### src/rtl/mem_stage_param_if.sv
// Bundle of the EX->MEM pipeline fields, the registered MEM->WB fields and the
// external asynchronous SRAM pins seen by mem_stage_param.
interface mem_stage_param_if #(
  parameter int DW    = 16,
  parameter int AW    = 18,
  parameter int OPW   = 4,
  parameter int DESTW = 3,
  parameter int WAIT  = 3
);
  localparam int CW = $clog2(WAIT);

  logic [OPW-1:0]   opcode_in;
  logic [DW-1:0]    alu_res_in;
  logic [DW-1:0]    store_data_in;
  logic [DESTW-1:0] dest_in;
  logic             mem_write_en_in;
  logic             wb_mux_in;
  logic             wb_en_in;

  logic             wb_mux_out;
  logic             wb_en_out;
  logic [DESTW-1:0] dest_out;
  logic [DW-1:0]    alu_res_out;
  logic [DW-1:0]    mem_data_out;
  logic [OPW-1:0]   opcode_out;
  logic             ready;

  logic [AW-1:0]    sram_addr;
  logic [DW-1:0]    sram_dq_o;
  logic             sram_dq_oe;
  logic [DW-1:0]    sram_dq_i;
  logic             sram_ce_n;
  logic             sram_oe_n;
  logic             sram_we_n;
  logic             sram_ub_n;
  logic             sram_lb_n;
  logic [CW-1:0]    wait_cnt;

  // master: the upstream stage together with the SRAM device
  modport master (
    output opcode_in, alu_res_in, store_data_in, dest_in, mem_write_en_in,
           wb_mux_in, wb_en_in, sram_dq_i,
    input  wb_mux_out, wb_en_out, dest_out, alu_res_out, mem_data_out,
           opcode_out, ready, sram_addr, sram_dq_o, sram_dq_oe, sram_ce_n,
           sram_oe_n, sram_we_n, sram_ub_n, sram_lb_n, wait_cnt
  );

  modport slave (
    input  opcode_in, alu_res_in, store_data_in, dest_in, mem_write_en_in,
           wb_mux_in, wb_en_in, sram_dq_i,
    output wb_mux_out, wb_en_out, dest_out, alu_res_out, mem_data_out,
           opcode_out, ready, sram_addr, sram_dq_o, sram_dq_oe, sram_ce_n,
           sram_oe_n, sram_we_n, sram_ub_n, sram_lb_n, wait_cnt
  );
endinterface

### src/rtl/mem_stage_param.sv
// MEM pipeline stage: ALU ops pass through in one cycle, loads/stores stall the
// pipe for a fixed WAIT-cycle access to an asynchronous SRAM.
module mem_stage_param #(
  parameter int DW    = 16,
  parameter int AW    = 18,
  parameter int OPW   = 4,
  parameter int DESTW = 3,
  parameter int WAIT  = 3,
  parameter int OP_LD = 10,
  parameter int OP_ST = 11
) (
  input  logic            clk,
  input  logic            rst,
  mem_stage_param_if.slave bus
);
  localparam int            CW   = $clog2(WAIT);
  localparam logic [CW-1:0]  LAST = CW'(WAIT - 1);
  localparam logic [OPW-1:0] LD   = OPW'(OP_LD);
  localparam logic [OPW-1:0] ST   = OPW'(OP_ST);

  typedef enum logic {IDLE, ACCESS} state_t;

  state_t           state_q, state_d;
  logic [CW-1:0]    wait_cnt_q, wait_cnt_d;
  logic [DW-1:0]    addr_q, addr_d;
  logic [DW-1:0]    sdata_q, sdata_d;
  logic [DESTW-1:0] dest_q, dest_d;
  logic [OPW-1:0]   op_q, op_d;
  logic             wb_mux_q, wb_mux_d;
  logic             wb_en_q, wb_en_d;
  logic             is_write_q, is_write_d;

  logic [OPW-1:0]   opcode_out_q, opcode_out_d;
  logic [DW-1:0]    alu_res_out_q, alu_res_out_d;
  logic [DW-1:0]    mem_data_out_q, mem_data_out_d;
  logic [DESTW-1:0] dest_out_q, dest_out_d;
  logic             wb_mux_out_q, wb_mux_out_d;
  logic             wb_en_out_q, wb_en_out_d;

  logic is_mem_in;
  logic in_access;
  logic retire;

  assign is_mem_in = (bus.opcode_in == LD) || (bus.opcode_in == ST);
  assign in_access = (state_q == ACCESS);
  assign retire    = in_access && (wait_cnt_q == LAST);

  always_ff @(posedge clk) begin
    if (rst) begin
      state_q        <= IDLE;
      wait_cnt_q     <= '0;
      addr_q         <= '0;
      sdata_q        <= '0;
      dest_q         <= '0;
      op_q           <= '0;
      wb_mux_q       <= 1'b0;
      wb_en_q        <= 1'b0;
      is_write_q     <= 1'b0;
      opcode_out_q   <= '0;
      alu_res_out_q  <= '0;
      mem_data_out_q <= '0;
      dest_out_q     <= '0;
      wb_mux_out_q   <= 1'b0;
      wb_en_out_q    <= 1'b0;
    end else begin
      state_q        <= state_d;
      wait_cnt_q     <= wait_cnt_d;
      addr_q         <= addr_d;
      sdata_q        <= sdata_d;
      dest_q         <= dest_d;
      op_q           <= op_d;
      wb_mux_q       <= wb_mux_d;
      wb_en_q        <= wb_en_d;
      is_write_q     <= is_write_d;
      opcode_out_q   <= opcode_out_d;
      alu_res_out_q  <= alu_res_out_d;
      mem_data_out_q <= mem_data_out_d;
      dest_out_q     <= dest_out_d;
      wb_mux_out_q   <= wb_mux_out_d;
      wb_en_out_q    <= wb_en_out_d;
    end
  end

  // WB fields default to a bubble; only a pass-through or a retirement fills them.
  always_comb begin
    state_d        = state_q;
    wait_cnt_d     = wait_cnt_q;
    addr_d         = addr_q;
    sdata_d        = sdata_q;
    dest_d         = dest_q;
    op_d           = op_q;
    wb_mux_d       = wb_mux_q;
    wb_en_d        = wb_en_q;
    is_write_d     = is_write_q;
    opcode_out_d   = '0;
    alu_res_out_d  = '0;
    mem_data_out_d = '0;
    dest_out_d     = '0;
    wb_mux_out_d   = 1'b0;
    wb_en_out_d    = 1'b0;
    if (state_q == IDLE) begin
      if (is_mem_in) begin
        addr_d     = bus.alu_res_in;
        sdata_d    = bus.store_data_in;
        dest_d     = bus.dest_in;
        op_d       = bus.opcode_in;
        wb_mux_d   = bus.wb_mux_in;
        wb_en_d    = bus.wb_en_in;
        is_write_d = (bus.opcode_in == ST) && bus.mem_write_en_in;
        wait_cnt_d = '0;
        state_d    = ACCESS;
      end else begin
        opcode_out_d   = bus.opcode_in;
        alu_res_out_d  = bus.alu_res_in;
        mem_data_out_d = bus.sram_dq_i;
        dest_out_d     = bus.dest_in;
        wb_mux_out_d   = bus.wb_mux_in;
        wb_en_out_d    = bus.wb_en_in;
      end
    end else if (retire) begin
      opcode_out_d   = op_q;
      alu_res_out_d  = addr_q;
      mem_data_out_d = (op_q == LD) ? bus.sram_dq_i : '0;
      dest_out_d     = dest_q;
      wb_mux_out_d   = wb_mux_q;
      wb_en_out_d    = wb_en_q;
      wait_cnt_d     = '0;
      state_d        = IDLE;
    end else begin
      wait_cnt_d = wait_cnt_q + 1'b1;
    end
  end

  // The write strobe is released in the last access cycle so data is held past it.
  always_comb begin
    bus.ready        = (state_q == IDLE) ? !is_mem_in : retire;
    bus.sram_addr    = in_access ? AW'(addr_q) : AW'(bus.alu_res_in);
    bus.sram_ce_n    = !in_access;
    bus.sram_oe_n    = !(in_access && !is_write_q && (op_q == LD));
    bus.sram_we_n    = !(in_access && is_write_q && (wait_cnt_q != LAST));
    bus.sram_dq_oe   = in_access && is_write_q;
    bus.sram_dq_o    = (in_access && is_write_q) ? sdata_q : '0;
    bus.sram_ub_n    = 1'b0;
    bus.sram_lb_n    = 1'b0;
    bus.wait_cnt     = wait_cnt_q;
    bus.opcode_out   = opcode_out_q;
    bus.alu_res_out  = alu_res_out_q;
    bus.mem_data_out = mem_data_out_q;
    bus.dest_out     = dest_out_q;
    bus.wb_mux_out   = wb_mux_out_q;
    bus.wb_en_out    = wb_en_out_q;
  end
endmodule

### src/flat_wrapper.sv
// flat-port wrapper written by rule: the top's interface ports become plain ports
module mem_stage_param_flat 
#(
  parameter int DW    = 16,
  parameter int AW    = 18,
  parameter int OPW   = 4,
  parameter int DESTW = 3,
  parameter int WAIT  = 3,
  parameter int OP_LD = 10,
  parameter int OP_ST = 11
)
  (clk, rst, bus_opcode_in, bus_alu_res_in, bus_store_data_in, bus_dest_in, bus_mem_write_en_in, bus_wb_mux_in, bus_wb_en_in, bus_sram_dq_i, bus_wb_mux_out, bus_wb_en_out, bus_dest_out, bus_alu_res_out, bus_mem_data_out, bus_opcode_out, bus_ready, bus_sram_addr, bus_sram_dq_o, bus_sram_dq_oe, bus_sram_ce_n, bus_sram_oe_n, bus_sram_we_n, bus_sram_ub_n, bus_sram_lb_n, bus_wait_cnt);
  mem_stage_param_if #(.DW(DW), .AW(AW), .OPW(OPW), .DESTW(DESTW), .WAIT(WAIT)) bus_i ();
  input  logic clk;
  input  logic rst;
  input wire logic [$bits(bus_i.opcode_in)-1:0] bus_opcode_in;
  input wire logic [$bits(bus_i.alu_res_in)-1:0] bus_alu_res_in;
  input wire logic [$bits(bus_i.store_data_in)-1:0] bus_store_data_in;
  input wire logic [$bits(bus_i.dest_in)-1:0] bus_dest_in;
  input wire logic [$bits(bus_i.mem_write_en_in)-1:0] bus_mem_write_en_in;
  input wire logic [$bits(bus_i.wb_mux_in)-1:0] bus_wb_mux_in;
  input wire logic [$bits(bus_i.wb_en_in)-1:0] bus_wb_en_in;
  input wire logic [$bits(bus_i.sram_dq_i)-1:0] bus_sram_dq_i;
  output wire logic [$bits(bus_i.wb_mux_out)-1:0] bus_wb_mux_out;
  output wire logic [$bits(bus_i.wb_en_out)-1:0] bus_wb_en_out;
  output wire logic [$bits(bus_i.dest_out)-1:0] bus_dest_out;
  output wire logic [$bits(bus_i.alu_res_out)-1:0] bus_alu_res_out;
  output wire logic [$bits(bus_i.mem_data_out)-1:0] bus_mem_data_out;
  output wire logic [$bits(bus_i.opcode_out)-1:0] bus_opcode_out;
  output wire logic [$bits(bus_i.ready)-1:0] bus_ready;
  output wire logic [$bits(bus_i.sram_addr)-1:0] bus_sram_addr;
  output wire logic [$bits(bus_i.sram_dq_o)-1:0] bus_sram_dq_o;
  output wire logic [$bits(bus_i.sram_dq_oe)-1:0] bus_sram_dq_oe;
  output wire logic [$bits(bus_i.sram_ce_n)-1:0] bus_sram_ce_n;
  output wire logic [$bits(bus_i.sram_oe_n)-1:0] bus_sram_oe_n;
  output wire logic [$bits(bus_i.sram_we_n)-1:0] bus_sram_we_n;
  output wire logic [$bits(bus_i.sram_ub_n)-1:0] bus_sram_ub_n;
  output wire logic [$bits(bus_i.sram_lb_n)-1:0] bus_sram_lb_n;
  output wire logic [$bits(bus_i.wait_cnt)-1:0] bus_wait_cnt;
  assign bus_i.opcode_in = bus_opcode_in;
  assign bus_i.alu_res_in = bus_alu_res_in;
  assign bus_i.store_data_in = bus_store_data_in;
  assign bus_i.dest_in = bus_dest_in;
  assign bus_i.mem_write_en_in = bus_mem_write_en_in;
  assign bus_i.wb_mux_in = bus_wb_mux_in;
  assign bus_i.wb_en_in = bus_wb_en_in;
  assign bus_i.sram_dq_i = bus_sram_dq_i;
  assign bus_wb_mux_out = bus_i.wb_mux_out;
  assign bus_wb_en_out = bus_i.wb_en_out;
  assign bus_dest_out = bus_i.dest_out;
  assign bus_alu_res_out = bus_i.alu_res_out;
  assign bus_mem_data_out = bus_i.mem_data_out;
  assign bus_opcode_out = bus_i.opcode_out;
  assign bus_ready = bus_i.ready;
  assign bus_sram_addr = bus_i.sram_addr;
  assign bus_sram_dq_o = bus_i.sram_dq_o;
  assign bus_sram_dq_oe = bus_i.sram_dq_oe;
  assign bus_sram_ce_n = bus_i.sram_ce_n;
  assign bus_sram_oe_n = bus_i.sram_oe_n;
  assign bus_sram_we_n = bus_i.sram_we_n;
  assign bus_sram_ub_n = bus_i.sram_ub_n;
  assign bus_sram_lb_n = bus_i.sram_lb_n;
  assign bus_wait_cnt = bus_i.wait_cnt;
  mem_stage_param #(.DW(DW), .AW(AW), .OPW(OPW), .DESTW(DESTW), .WAIT(WAIT), .OP_LD(OP_LD), .OP_ST(OP_ST)) u_core (.clk(clk), .rst(rst), .bus(bus_i));
endmodule
### config.mk
export PLATFORM = sky130hd
export DESIGN_NAME = mem_stage_param_flat
export DESIGN_NICKNAME = d
export VERILOG_FILES = /design/src/rtl/mem_stage_param_if.sv /design/src/rtl/mem_stage_param.sv /design/src/flat_wrapper.sv
export SDC_FILE = /design/constraint.sdc
export NUM_CORES = 1
export LEC_CHECK = 0
export ABC_AREA = 0
export ABC_CLOCK_PERIOD_IN_PS = 2900
export BUFFER_PORTS_ARGS = -buffer_cell sky130_fd_sc_hd__clkbuf_2
export CAP_MARGIN = 0
export CORE_ASPECT_RATIO = 0.6
export CORE_MARGIN = 1.5
export CORE_UTILIZATION = 30
export CTS_BUF_LIST = sky130_fd_sc_hd__clkbuf_4
export DETAILED_ROUTE_END_ITERATION = 7
export SETUP_SLACK_MARGIN = 0.4
export SLEW_MARGIN = 20
export SYNTH_ARGS = -nofsm -noshare
export SYNTH_HDL_FRONTEND = slang
export SYNTH_SLANG_ARGS = --single-unit
### constraint.sdc
create_clock -name clk -period 2.9 [get_ports clk]
set_clock_uncertainty 0.1 [all_clocks]
set_input_delay 0.145 -clock clk [delete_from_list [all_inputs] [get_ports clk]]
set_output_delay 0.145 -clock clk [all_outputs]
set_load 0.05 [all_outputs]
* Word-level counts from Yosys, hierarchy flattened
Cells that the tools add are included.
Storage, ports and cells: flip-flop bits (word level) 86, latch bits 0, RAM bits 0, ROM bits 0, input bits 60, output and inout bits 84, word-level logic and storage cells 64, memories 0
Operators by class: add/sub/neg operators 1, $mul 0, div/mod/pow operators 0, $lt $le $gt $ge 0, equality and inequality tests 5, shift-type cells 0, multiplexer cells 28, bitwise gates (word level) 1, reduce and logical (&&, ||, !) cells 14
Operator list (count):
- $mux W16 | 9
- $eq A4 B4 Y1 const B | 3
- $mux W4 | 3
- $mux W1 | 10
- $mux W3 | 3
- $logic_and A1 B1 Y1 | 6
- $mux W2 | 3
- $logic_not A1 Y1 | 5
- $add A2 B1 Y2 const B | 1
- $eq A2 B2 Y1 const B | 1
- $ne A2 B2 Y1 const B | 1
- $reduce_and A2 Y1 | 1
- $reduce_bool A2 Y1 | 1
- $logic_or A1 B1 Y1 | 1
- $not A1 Y1 | 1

* Depth between registers and ports, before layout
depth after elaboration 4, depth in mapped cells 5

* Least setup slack after synthesis
Ideal clock, no wire load.
kind register -> output, start register u_core.state_q, in the netlist u_core.in_access, end output port bus_sram_we_n, arrival 1.929 ns, slack 0.726 ns, cell stages (with the launch flop) 5, buffers on the path 2, cell sequence dfxtp_1 > buf_2 > clkbuf_1 > and2_1 > o21ai_0
Between the ends: longest elaborated chain between the ends 3
Ends and longest elaborated chain:
- start, declared | line mem_stage_param.sv:23 | state_t state_q, state_d;
- start signal, assigned | line mem_stage_param.sv:66 | state_q <= state_d;
- $logic_and A1 B1 Y1
- named net bus_sram_dq_oe | line flat_wrapper.sv:33 | output wire logic [$bits(bus_i.sram_dq_oe)-1:0] bus_sram_dq_oe;
- $logic_and A1 B1 Y1 | line mem_stage_param.sv:140 | bus.sram_we_n = !(in_access && is_write_q && (wait_cnt_q != LAST));
- $logic_not A1 Y1 | line mem_stage_param.sv:140
- end, declared | line flat_wrapper.sv:36 | output wire logic [$bits(bus_i.sram_we_n)-1:0] bus_sram_we_n;
The timed path passes the listed nets, and every way through them passes these cells.

* Worst setup path after layout
start register u_core.state_q, in the netlist u_core.in_access, end output port bus_ready
Between the ends: longest elaborated chain between the ends 2
Ends and longest elaborated chain:
- $logic_and A1 B1 Y1 | line mem_stage_param.sv:46 | assign retire = in_access && (wait_cnt_q == LAST);
- $mux W1 (*) | line mem_stage_param.sv:136 | bus.ready = (state_q == IDLE) ? !is_mem_in : retire;
- end, declared | line flat_wrapper.sv:30 | output wire logic [$bits(bus_i.ready)-1:0] bus_ready;
Every way passes the cells marked *; elsewhere a longest branch is shown, timed or not.

==> metrics.cfg <==
[outcome]
status = complete, no violations

[global_route]
antenna_found_initial = 0
grt_pass1_wl_um = 14300
grt_pass1_vias = 2968
grt.total_usage_pct = 16.1
grt_max_degree = 53
overflow = 0

[logic_synthesis]
netlist.area_leader.share_pct = 53.6
synth_area_per_cell_sq_um = 9.55
synth_top_area_cell = dfxtp_1
syn_inst = 336
synth_commonest_cells = dfxtp_1 (86), nand2_1 (71), a21oi_1 (36), a22o_1 (19)
ys_ff_latch = 86
synth-xor-area-share_pct = 0
yosys.area_share.adder_pct = 0
netlist_top_cells_area = dfxtp_1 (54%), nand2_1 (8.3%), a21oi_1 (5.6%)
synthMuxAreaShare_pct = 6.86
synthSimpleGateAreaFrac_pct = 21.4
synth_edf_count = 0
ys_seq_area_share_pct = 53.6
async_reset_ff_share_pct = 0
synth_compound_area_share_pct = 13.1
synthDistinctLibCells = 35
yosysWarningCount = 0
syn_area_sq_um = 3210
synth_top_family_by_area = simple AND/OR/NAND/NOR gates
synthFlopType = dfxtp_1
synth_most_common_cell = dfxtp_1

[die]
core_area_sq_um = 10500
die_w_um = 137
io_pins = 144
dieArea_sq_um = 11300
rows = 29
start_util_pct = 30.6
die_h_um = 83.1

[sta]
fin_crit_sh_pct = 75.9
fmax_ghz = 0.455
fin_ws_ns = 0.700
hold_viol = 0
setup_viol = 0
rsz0062_at_grt = no
worst_slew_pin_slew_ns = 0.780
setup_tns_ns = 0
relSlewSlack_pct = 48.0
period_needed_ns = 2.20
slew_viol_final = 0

[detailed_routing]
via_per_inst = 4.51
drt_iter0_drc = 93
dr.pass1.iters = 4
wirelength_um = 9000
ant_nets = 0
drcViolationCount = 0
via_count = 3021
avgRoutedWirePerCell_um = 13.4

[clock_network]
cts_buffers = 9
cts_tree = done
cts_setup_buffers = 0
cts_max_level = 3
clk_pin_slew_ns = 0.15
clock_latency_ns = 0.44
clock_sinks = 86
root_buffer = clkbuf_4
cts.path.max_buffers = 2

[place]
preCtsSetupSlack_ns = 0.812
placed_area_sq_um = 3990
io_buffer_count = 139
dp_hpwl_um = 5760
place_congestion = 0.776

[power]
irDropWorstVdd_mv = 0.239
power_density_nw_per_um2 = 512
power_leakage_nw = 2.13

[critical_path]
crit_path_start = u_core.in_access$_SDFF_PP0_
crit_path_start_kind = flop
cp_max_fo = 32
r2r-start = u_core.in_access$_SDFF_PP0_
crit_required_ns = 2.65
r2r_slack_ns = 0.93
arrival_ns = 1.95
r2r_end = u_core.addr_q[12]$_SDFFE_PP0P_
crit_path_end_kind = primary output
r2r_cells = 4
path_class = flop to primary output
crit_end = bus_ready

[final_layout]
final_net_count = 586
diodes = 0
drive_gt1_share_pct = 34.1
fillCellCount = 1039
postLayoutCellArea_sq_um = 4690
syn2layout_area_growth_pct = 46.2

[hold_path]
hold_depth = 3
hold_class = primary input to flop

[run]
cap_violations = 0

[stage by stage]
stage | hold WS [ns] | util (%) | instances | total power [W]
finish | 0.169 | 44.8 | 670 | 0.00240
global route | 0.145 | 44.8 | 670 | 0.00252
CTS | 0.130 | 44.7 | 670 | 0.00244
detailed placement | 0.262 | 38.0 | 596 | 0.00174
global placement | 0.252 | 38.0 | 596 | 0.00174
floorplan | 0.173 | - | 339 | 0.00162
[power by group]
group / leakage [nW] / total [W] / switching (W) / internal (W)
logic: 1.36 / 0.000512 / 0.000335 / 0.000177
clock network: 0.0650 / 0.000624 / 0.000438 / 0.000186
registers: 0.706 / 0.00127 / 0.0000301 / 0.00124
[metal layers]
layer	routed length, um	track usage (%)	vias to the layer above	part of all wire, %
met5	0	0	-	0
met2	3950	25.4	113	44
met4	84	4.16	0	0.93
met3	682	5.80	9	7.6
met1	4280	20.9	1382	48
li1	-	-	1517	-
[cell type report]
| type | count | area, sq um | area share, % |
|---|---|---|---|
| sequential | 86 | 1730 | 36.8 |
| multi-input combinational | 225 | 1350 | 28.8 |
| timing repair buffer | 202 | 1310 | 28.0 |
| tap | 139 | 174 | 3.71 |
| clock buffer | 9 | 67.6 | 1.44 |
| clock inverter | 7 | 55.1 | 1.17 |
| inverter | 2 | 7.51 | 0.160 |
[cells in the final DEF, fill, tap and decap left out, drive strengths merged, types with 3 or more instances in the layout]
cell and instances:
mux2 16, mux2i 4, inv 5, dfxtp 86, dlygate4sd3 58, clkinv 3
and3 16, clkbuf 148, conb 4, nor2 10, and3b 3, a22o 19
nand2b 8, nor2b 16, and4bb 3, nand2 71, o22ai 4, a21oi 36
buf 5
[cell families (layout without fill, tap and decap cells)]
family                 after synthesis  after routing
flip-flops                          86             86
AO/OA/AOI/OAI                       65             65
multiplexers                        20             20
other                                1              4
AND/OR/NAND/NOR                    136            136
buffers and inverters               28            220
[worst max-delay path, stage by stage (launching register included)]
cell and delay (ns):
dfxtp_4 0.58, inv_2 0.15, or3_1 0.42, nand2_1 0.09, clkbuf_2 0.27
[what timing repair did]
item                                   CTS  global route
hold buffers                            58             0
resized for setup                        0             1
endpoints found under the hold margin   80             0
setup endpoints to repair                0             1
[how the worst min path moves through the flow]
stage                 startpoint                                     end  slack, ns
2_1_floorplan  bus_sram_dq_i[10]  u_core.bus.mem_data_out[10]$_SDFF_PP0_       0.17
6_report                     rst             u_core.op_q[3]$_SDFFE_PP0P_       0.17
5_1_grt                      rst             u_core.op_q[3]$_SDFFE_PP0P_       0.14
3_5_place_dp   bus_sram_dq_i[11]  u_core.bus.mem_data_out[11]$_SDFF_PP0_       0.26
4_1_cts                      rst             u_core.op_q[3]$_SDFFE_PP0P_       0.13
3_3_place_gp    bus_sram_dq_i[8]   u_core.bus.mem_data_out[8]$_SDFF_PP0_       0.25
[flip-flops by register name (all words and copies together), names as in the netlist, 2 cells and up]
signal and flops:
u_core.bus.mem_data_out 16, u_core.bus.wait_cnt 2, u_core.addr_q 16, u_core.bus.dest_out 3, u_core.bus.opcode_out 4, u_core.dest_q 3
u_core.op_q 4, u_core.bus.alu_res_out 16, u_core.sdata_q 16
No activity file was read; power rests on OpenSTA's default activity.
